**src/rtl/mxint8_block_dequant.sv**
```systemverilog
// MXINT8 block dequantiser: captures one shared-scale block, then streams each
// element out as an IEEE-754 single, one element per accepted handshake.
module mxint8_block_dequant #(
   parameter int BLOCK_SIZE           = 32,
   parameter int SCALE_WIDTH          = 8,
   parameter int MXINT8_ELEMENT_WIDTH = 8,
   parameter int FLOAT32_WIDTH        = 32
) (
   input  logic                                       clk,
   input  logic                                       rst,
   input  logic                                       i_valid,
   output logic                                       o_ready,
   input  logic [SCALE_WIDTH-1:0]                     i_scale,
   input  logic [BLOCK_SIZE*MXINT8_ELEMENT_WIDTH-1:0] i_mxint8_elements,
   output logic                                       o_valid,
   input  logic                                       i_ready,
   output logic [FLOAT32_WIDTH-1:0]                   o_float32,
   output logic [$clog2(BLOCK_SIZE)-1:0]              o_index,
   output logic                                       o_last,
   output logic                                       o_overflow
);

   localparam int IW  = $clog2(BLOCK_SIZE);
   localparam int EW  = MXINT8_ELEMENT_WIDTH;
   localparam int PW  = $clog2(EW);
   localparam int EXW = SCALE_WIDTH + 3;

   typedef enum logic {
      IDLE,
      BUSY
   } state_t;

   state_t                     state_q, state_d;
   logic [SCALE_WIDTH-1:0]     scale_q, scale_d;
   logic [BLOCK_SIZE*EW-1:0]   elems_q, elems_d;
   logic [IW-1:0]              idx_q, idx_d;

   logic                       busy;
   logic                       at_last;
   logic [EW-1:0]              elem;
   logic                       sign;
   logic [EW-1:0]              mag;
   logic [EW-1:0]              norm;
   logic [PW-1:0]              lead;
   logic signed [EXW-1:0]      exp_s;
   logic [22:0]                mant;
   logic [31:0]                f32;
   logic                       ovf;

   always_ff @(posedge clk or posedge rst) begin
      if (rst) begin
         state_q <= IDLE;
         scale_q <= '0;
         elems_q <= '0;
         idx_q   <= '0;
      end else begin
         state_q <= state_d;
         scale_q <= scale_d;
         elems_q <= elems_d;
         idx_q   <= idx_d;
      end
   end

   assign busy    = (state_q == BUSY);
   assign at_last = (idx_q == IW'(BLOCK_SIZE - 1));

   always_comb begin
      state_d = state_q;
      scale_d = scale_q;
      elems_d = elems_q;
      idx_d   = idx_q;
      o_ready = 1'b0;
      o_valid = 1'b0;
      case (state_q)
         IDLE: begin
            o_ready = 1'b1;
            if (i_valid) begin
               scale_d = i_scale;
               elems_d = i_mxint8_elements;
               idx_d   = '0;
               state_d = BUSY;
            end
         end
         BUSY: begin
            o_valid = 1'b1;
            if (i_ready) begin
               if (at_last) begin
                  state_d = IDLE;
               end else begin
                  idx_d = idx_q + IW'(1);
               end
            end
         end
         default: state_d = IDLE;
      endcase
   end

   assign elem = elems_q[idx_q*EW +: EW];
   assign sign = elem[EW-1];
   // Two's-complement magnitude; the most negative code maps to 2^(EW-1), which still fits unsigned.
   assign mag  = sign ? (~elem + EW'(1)) : elem;

   always_comb begin
      lead = '0;
      for (int unsigned i = 0; i < EW; i++) begin
         if (mag[i]) lead = PW'(i);
      end
   end

   // Shift the leading one to the top so the remaining bits form the fraction, left-aligned.
   assign norm  = mag << (PW'(EW - 1) - lead);
   assign mant  = {norm[EW-2:0], {(24 - EW){1'b0}}};
   assign exp_s = $signed(EXW'(scale_q)) - $signed(EXW'(EW - 2)) + $signed(EXW'(lead));

   always_comb begin
      f32 = '0;
      ovf = 1'b0;
      if (scale_q == '1) begin
         f32 = 32'h7FC0_0000;
      end else if (mag == '0) begin
         f32 = '0;
      end else if (exp_s <= $signed(EXW'(0))) begin
         f32 = {sign, 31'b0};
      end else if (exp_s >= $signed(EXW'(255))) begin
         f32 = {sign, 8'hFF, 23'b0};
         ovf = 1'b1;
      end else begin
         f32 = {sign, exp_s[7:0], mant};
      end
   end

   assign o_float32  = busy ? FLOAT32_WIDTH'(f32) : '0;
   assign o_index    = idx_q;
   assign o_last     = busy && at_last;
   assign o_overflow = busy && ovf;

endmodule

```
**config.mk**
```make
export PLATFORM = sky130hd
export DESIGN_NAME = mxint8_block_dequant
export DESIGN_NICKNAME = d
export VERILOG_FILES = /design/src/rtl/mxint8_block_dequant.sv
export SDC_FILE = /design/constraint.sdc
export NUM_CORES = 1
export LEC_CHECK = 0
export ABC_CLOCK_PERIOD_IN_PS = 25000
export BUFFER_PORTS_ARGS = -buffer_cell sky130_fd_sc_hd__buf_2
export CAP_MARGIN = 20
export CORE_MARGIN = 2
export CORE_UTILIZATION = 55
export CTS_BUF_LIST = sky130_fd_sc_hd__clkbuf_16
export DETAILED_ROUTE_END_ITERATION = 6
export GPL_TIMING_DRIVEN = 1
export PLACE_DENSITY = 0.81
export SYNTH_ARGS = -nofsm -noshare
export SYNTH_HDL_FRONTEND = slang
export SYNTH_SLANG_ARGS = --single-unit
```
**constraint.sdc**
```tcl
create_clock -name clk -period 25 [get_ports clk]
set_input_delay 1.25 -clock clk [delete_from_list [all_inputs] [get_ports clk]]
set_output_delay 1.25 -clock clk [all_outputs]
set_load 0.01 [all_outputs]
```
[Yosys cells after proc, flatten, opt, wreduce, memory -nomap -nowiden]
Cells that the tools add are included.
Word-level totals
  bits in registers: 270
  bits of input ports: 268
  output and inout port bits: 41
  logic and storage cells: 52
Operators by class
  add/subtract/negate cells: 5
  magnitude comparators: 2
  eq/ne operators: 5
  shifts and indexed selects: 2
  mux-type cells: 27
  bitwise gates (word level): 2
  reduce and logical (&&, ||, !) cells: 5
Operators by type and width (count)
  256-bit by 9-bit indexed part select with 8-bit output: 1
  32-bit 2-to-1 mux: 3
  31-bit 2-to-1 mux: 2
  3-bit 2-to-1 mux: 6
  5-bit 2-to-1 mux: 3
  9-bit by 4-bit adder with 10-bit output: 1
  10-bit by 9-bit >= comparator with 1-bit output (second input constant): 1
  10-bit by 1-bit less-or-equal comparator with 1-bit output (second input constant): 1
  1-bit 2-to-1 mux: 10
  5-bit case mux with 2 select lines: 1
  8-bit by 3-bit subtractor with 9-bit output (second input constant): 1
  8-bit by 1-bit adder with 8-bit output (second input constant): 1
  8-bit == test (second input constant): 1
  8-bit zero test: 1
  8-bit 2-to-1 mux: 1
  8-bit inverter: 1
  8-bit by 3-bit << shifter with 7-bit output: 1
  2-bit != test (second input constant): 3
  5-bit by 1-bit adder with 5-bit output (second input constant): 1
  5-bit == test (second input constant): 1
  3-bit AND reduction: 1
  3-bit subtractor (first input constant): 1
  1-bit logical AND: 2
  1-bit case mux with 2 select lines: 1
  2 further kinds: 2

[Logic depth before layout (Yosys ltp)]
Gate-level depths: netlist of the first run.
  depth in word-level cells: 18
  gate-level depth with buffers: 27
  mapped depth without buffers: 21

[Worst setup path after synthesis of the first run]
OpenSTA, ideal clock, no wires.
  path kind: reg-to-output
  from: reg idx_q[1] (netlist: o_index[1])
  to: out o_float32[22]
  arrival: 5.400 ns
  required time: 23.750 ns
  path slack: 18.350 ns
  stages on the path, launching flop included: 24
  path buffers: 2
  cells stage by stage: dfrtp_1 -> buf_6 -> buf_12 -> mux4_2 -> mux4_2 -> mux2_2 -> inv_1 -> ha_1 -> nand3_1 -> o32a_1 -> a2bb2oi_1 -> nor2_4 -> inv_2 -> ha_1 -> a21o_1 -> a21oi_1 -> mux2i_1 -> a21oi_1 -> xnor2_1 -> nor4_1 -> a21oi_1 -> o41a_4 -> a32oi_1 -> a21oi_1
On the way
  longest elaborated chain between the ends: 18
  elaborated cells on any way between the ends: 22
  those cells by class: 3 x add/sub; 2 x order compare; 2 x shift; 13 x mux; 1 x bitwise; 1 x reduce/logical
RTL lines
  start: declaration: RTL line 36  | logic [IW-1:0] idx_q, idx_d;
  start signal: assignment: RTL line 60  | idx_q <= idx_d;
  256-bit by 9-bit indexed part select with 8-bit output *: RTL line 98  | assign elem = elems_q[idx_q*EW +: EW];
  8-bit inverter: RTL line 101  | assign mag = sign ? (~elem + EW'(1)) : elem;
  8-bit by 1-bit adder with 8-bit output: RTL line 101
  8-bit 2-to-1 mux *: RTL line 101
  1-bit 2-to-1 mux: RTL line 106  | if (mag[i]) lead = PW'(i);
  3-bit 2-to-1 mux (6 in series): RTL line 106
  9-bit by 4-bit adder with 10-bit output or 3-bit subtractor (tied branches): RTL line 113, 111
  10-bit by 9-bit >= comparator with 1-bit output or 8-bit by 3-bit << shifter with 7-bit output (tied branches): RTL line 124, 111
  31-bit 2-to-1 mux: RTL line 124  | end else if (exp_s >= $signed(EXW'(255))) begin
  31-bit 2-to-1 mux: RTL line 122  | end else if (exp_s <= $signed(EXW'(0))) begin
  32-bit 2-to-1 mux *: RTL line 120  | end else if (mag == '0) begin
  32-bit 2-to-1 mux *: RTL line 118  | if (scale_q == '1) begin
  32-bit 2-to-1 mux *: RTL line 132  | assign o_float32 = busy ? FLOAT32_WIDTH'(f32) : '0;
  end: declaration: RTL line 17  | output logic [FLOAT32_WIDTH-1:0] o_float32,
Mark *: on every way between the ends. The rest lies on a longest branch, timed or not.

[Worst setup path after layout of the first run]
  from: reg idx_q[1] (netlist: o_index[1])
  to: out o_float32[19]
The elaborated chain is that of the path after synthesis.

==> results of run 1 <==
metal layers:
metal / up-vias / share of wire / track usage
li1: 5523 / - / -
met2: 494 / 0.47 / 0.452
met4: 0 / 0.036 / 0.0986
met1: 5640 / 0.42 / 0.401
met5: - / 0 / 0
met3: 100 / 0.075 / 0.0407
cell type report:
class / instances / area [µm²]
Fill cell: 1982 / 8360
Multi-Input combinational cell: 1175 / 6470
Timing Repair Buffer: 301 / 1560
Tap cell: 324 / 405
Clock inverter: 23 / 163
Clock buffer: 28 / 701
Sequential cell: 270 / 6760
Inverter: 10 / 45.0
worst paths after layout:
| check | endpoint | slack, ns | depth (start not counted) |
|---|---|---|---|
| max | o_float32[19] | 15.76 | 23 |
| min | elems_q[233] | 0.47 | 2 |
| max reg2reg | o_index[3] | 21.88 | 8 |
| min reg2reg | elems_q[233] | 0.47 | 2 |
| max in group asynchronous | elems_q[171] | 22.15 | 5 |
| min in group asynchronous | elems_q[70] | 0.83 | 2 |
metrics by stage:
stage               instance area [µm²]  setup slack [ns]
finish                            16100             15.76
floorplan                         13900             16.31
global placement                  15200             16.62
detailed placement                15200             16.51
global route                      16100             15.14
CTS                               16100             15.89
state kept, by name, summed over array words and instances (netlist names):
signal / count
busy: 1
elems_q: 256
o_index: 5
scale_q: 8
kinds of logic after synthesis:
logic type,Yosys count,share of synthesized area
other cells,1,0.000272
xor+xnor,13,0.00961
buf+inv,121,0.0471
compound gates,115,0.0601
simple gates,914,0.264
fa+ha+maj,8,0.00780
flops,270,0.490
mux,108,0.121
placed cells by master, fill, tap and decap left out, types with 7 or more instances in the layout:
cell type	instances
clkinv_1	12
nand4_1	7
and2_1	8
dfrtp_1	268
a21oi_1	28
mux2i_1	58
a22oi_1	13
nand3_1	18
buf_2	291
o21ai_0	9
inv_1	9
nand2_1	813
ha_1	7
mux4_2	42
conb_1	17
buf_4	8
xor2_1	7
nor2_1	27
clkbuf_16	28
o21ai_1	12
power breakdown:
group	switching (mW)	total (mW)	internal (mW)
logic	0.538	0.932	0.394
registers	0.0603	0.551	0.491
clock network	0.171	0.394	0.223
worst max-delay path: stages (launching register included):
cell and delay [ns]:
dfrtp_4 0.93, buf_4 0.80, mux4_1 0.65, mux4_2 0.47, mux2_2 0.39, inv_1 0.11
ha_1 0.29, nand3_1 0.16, o32a_1 0.39, a2bb2oi_1 0.35, nor2_4 0.14, inv_2 0.15
ha_1 0.25, a21o_1 0.18, a21oi_1 0.43, mux2i_1 0.24, a21oi_1 0.10, xnor2_1 0.17
a41oi_1 0.32, and3_1 0.26, nand3_1 0.15, nor2_1 0.14, o2bb2ai_1 0.14, buf_2 0.16
==> flow_metrics.tcl, run 1 <==
set metrics [dict create \
    fp.coreArea_um2 24500 \
    worst_pin_slew_ns 1.09 \
    run_status "finished clean" \
    peakVddDrop_v 0.000150 \
    grt_overflow 0 \
    antenna_found_initial 0 \
    cts-hold-fix-buffers 0 \
    worstSetupPathType "flop to output port" \
    synth.most_common_cell "nand2_1" \
    synth_top_area_cell "dfrtp_1" \
    grt_usage 0.283 \
    required_ns 23.75 \
    area_growth_pct 16.8 \
    synth_common_cells "814 x nand2_1, 270 x dfrtp_1, 60 x clkbuf_1, 58 x mux2i_1, 42 x mux4_2" \
    min-delay-start "elems_q[233]" \
    holdWs_ns 0.466 \
    drv_cap 0 \
    netlist.area_leader.share 0.490 \
    yosys_warnings 0 \
    cts_buffer_depth 3 \
    stdcell_count 2131 \
    clock_sinks 270 \
    io_buffers 291 \
    setup-violations-final 0 \
    ys.flop_type "dfrtp_1" \
    die_h_um 162 \
    cts_resized 0 \
    grt_max_degree 188 \
    synth_area_um2 13800 \
    routed_via_density 5.52 \
    start_util 0.564 \
    htree_num_levels 1 \
    synth-seq-cells 270 \
    cp-end-kind "output port" \
    p_total_mw 1.88 \
    grt_pass1_wl_um 58500 \
    dp_hpwl_um 26000 \
    syn_inst 1550 \
    final_nets 2062 \
    clk_pin_slew_ns 0.06 \
    rsz0062_at_grt "no" \
    gp_congestion 0.922 \
    grt_pass1_vias 11500 \
    drtAntennaViolNets 0 \
    cts_root_buffer "clkbuf_16" \
    yosysUniqueCellTypes 78 \
    diodes 0 \
    syn_avg_cell_area_um2 8.90 \
    final_max_slew_viol_count 0 \
    die_x_um 162 \
    synth_edf_count 0 \
    crit_arrival_ns 7.99 \
    hold_class "flop to flop" \
    fin_worst_skew_ns 0.00556 \
    drive_above_1_share 0.226 \
    regToRegStartpoint "o_index[1]" \
    post-route-period-util 0.369 \
    synth-seq-area-share 0.490 \
    p_per_area_nw_per_um2 117 \
    wirelength_um 37100 \
    firstDrtPassIters 5 \
    slew-limit-headroom 0.274 \
    cp_max_fo 52 \
    clock.fmax_mhz 108 \
    setup-tns-final_ns 0 \
    synthTopCellsByArea "dfrtp_1 49%, nand2_1 22%, mux4_2 6.9%" \
    cp-start-kind "flop" \
    clk_latency_ns 0.55 \
    hold_violations 0 \
    cts_inserted_buffers 28 \
    drt-initial-drc-count 1064 \
    period_minus_slack_ns 9.24 \
    rows 57 \
    dieArea_um2 26400 \
    crit_start "o_index[1]" \
    tritoncts "built" \
    dr_total_vias 11800 \
    cts_setup_buffers 0 \
    leakage_nw 8.57 \
    drcViolationCount 0 \
    ioPinCount 309 \
    async_flop_share 1.00 \
    placed_cells 2079 \
    wire_per_inst_um 17.4 \
    fin_util 0.658 \
]
Note: power is estimated with default switching activity, not from simulation.
==> run 2: changes to the inputs <==
- ABC_CLOCK_PERIOD_IN_PS: 25000 -> 8800
- clock period: 25 -> 8.8 ns (I/O delays scaled with it)
==> run 2 against run 1 <==
  * Cell count about the same
  * Via count up 0.77%
  * Highest routed layer unchanged
  * Sequential cell count is the same
  * Largest power group unchanged
  * Largest cell class unchanged
==> flow_metrics.tcl, run 2 (same netlist as run 1, synthesis figures left out) <==
set metrics [dict create \
    final_nets 2065 \
    largest_reg_flops 256 \
    stdcell_count 2132 \
    slew-limit-headroom 0.371 \
    met3_usage 0.0479 \
    drtAntennaViolNets 0 \
    period_minus_slack_ns 7.78 \
    cts_setup_buffers 0 \
    clock.fmax_mhz 128 \
    cts_root_buffer "clkbuf_16" \
    fillCellCount 1966 \
    grt_pass1_wl_um 61600 \
    firstDrtPassIters 7 \
    wirelength_um 38900 \
    final.setup.worst_slack_ns 1.02 \
    grt_max_degree 131 \
    rows 57 \
    gp_congestion 0.892 \
    multiInputGateArea_um2 6470 \
    io_buffers 291 \
    htree_num_levels 1 \
    largest_register "elems_q" \
    cts_resized 0 \
    fin_worst_skew_ns 0.0235 \
    cts-hold-fix-buffers 0 \
    start_util 0.564 \
    crit_arrival_ns 7.34 \
    fp.coreArea_um2 24500 \
    cp-end-kind "output port" \
    swShare 0.409 \
    setup-violations-final 0 \
    area_growth_pct 17.2 \
    mostFrequentLayoutCells "813 x nand2_1, 291 x buf_2, 268 x dfrtp_1, 58 x mux2i_1, 42 x mux4_2" \
    tritoncts "built" \
    cp_max_fo 48 \
    die_h_um 162 \
    p_comb_frac 0.489 \
    final_area_um2 16200 \
    p_clk_frac 0.216 \
    grt_overflow 0 \
    drcViolationCount 0 \
    leakage_nw 8.60 \
    p_int_mw 3.18 \
    busiest_layer "met2" \
    rsz0062_at_grt "no" \
    post-place-ws_ns 1.69 \
    hold_class "primary input to asynchronous set/reset pin" \
    cts_buffer_depth 3 \
    wire_per_inst_um 18.3 \
    antenna_found_initial 0 \
    fin_util 0.661 \
    grt_usage 0.297 \
    ioPinCount 309 \
    switchingPower_mw 2.20 \
    clock_sinks 270 \
    dp_hpwl_um 27400 \
    p_total_mw 5.38 \
    seq_area_um2 6760 \
    dieArea_um2 26400 \
    diodes 0 \
    holdWs_ns 0.0505 \
    peakVddDrop_v 0.000512 \
    final_max_slew_viol_count 0 \
    clk_latency_ns 0.55 \
    cp-start-kind "flop" \
    cts_inserted_buffers 28 \
    die_x_um 162 \
    post-route-period-util 0.884 \
    required_ns 8.36 \
    run_status "finished clean" \
    pwr-share-seq 0.295 \
    postPlaceCellArea_um2 15200 \
    drt-initial-drc-count 1198 \
    placed_cells 2081 \
    dr_total_vias 11800 \
    grt_use_met2 0.477 \
    drive_above_1_share 0.229 \
    use_met1 0.412 \
    p_per_area_nw_per_um2 333 \
    grt_pass1_vias 11800 \
    setup-tns-final_ns 0 \
    clk_pin_slew_ns 0.06 \
    worstSetupPathType "flop to output port" \
    drv_cap 0 \
    worst_pin_slew_ns 0.943 \
    hold_violations 0 \
    final_common_cell "nand2_1" \
    routed_via_density 5.56 \
]
-- run 2: power by group through the flow --
stage	clock (mW)	sequential [mW]	combinational, mW
final	1.16	1.59	2.63
after CTS	1.17	1.59	2.58
after global routing	1.22	1.61	2.84
after floorplan	0	1.48	2.05
after detailed placement	0	1.61	2.55
after global placement	0	1.60	2.51
-- run 2: routing by layer --
| metal | up-vias | wire (µm) |
|---|---|---|
| met5 | - | 0 |
| met4 | 0 | 1530 |
| met3 | 108 | 2810 |
| met2 | 517 | 18500 |
| met1 | 5702 | 16100 |
| li1 | 5521 | - |
-- run 2: final cells by class --
| class | count | area share |
|---|---|---|
| Inverter | 10 | 0.00279 |
| Clock buffer | 28 | 0.0434 |
| Sequential cell | 270 | 0.418 |
| Tap cell | 324 | 0.0251 |
| Multi-Input combinational cell | 1175 | 0.400 |
| Timing Repair Buffer | 304 | 0.0986 |
| Clock inverter | 21 | 0.0117 |
-- run 2: path summary, 6_finish.rpt --
path | start | depth (start not counted) | slack, ns | end
max in group asynchronous | rst | 3 | 7.34 | elems_q[188]
worst min register to register | elems_q[216] | 2 | 0.47 | elems_q[216]
worst min-delay path | rst | 2 | 0.05 | elems_q[92]
worst max register to register | o_index[1] | 8 | 5.99 | o_index[2]
min in group clk | i_mxint8_elements[134] | 3 | 0.08 | elems_q[134]
worst max-delay path | o_index[1] | 21 | 1.02 | o_float32[20]
-- run 2: critical path, stage by stage, from the launching register on --
cell and delay [ns]:
dfrtp_4 0.97, buf_4 0.46, mux4_2 0.56, mux4_2 0.50
nand2b_1 0.19, a311oi_2 0.32, and4_1 0.42, mux2i_1 0.35
nand2_1 0.14, a21oi_2 0.37, ha_1 0.28, a21o_1 0.12
a21oi_1 0.16, a211oi_1 0.45, nor4_1 0.11, a41oi_1 0.17
o21ai_0 0.16, a21oi_1 0.31, o41a_4 0.27, nand2_1 0.09
a31oi_1 0.18, buf_2 0.17
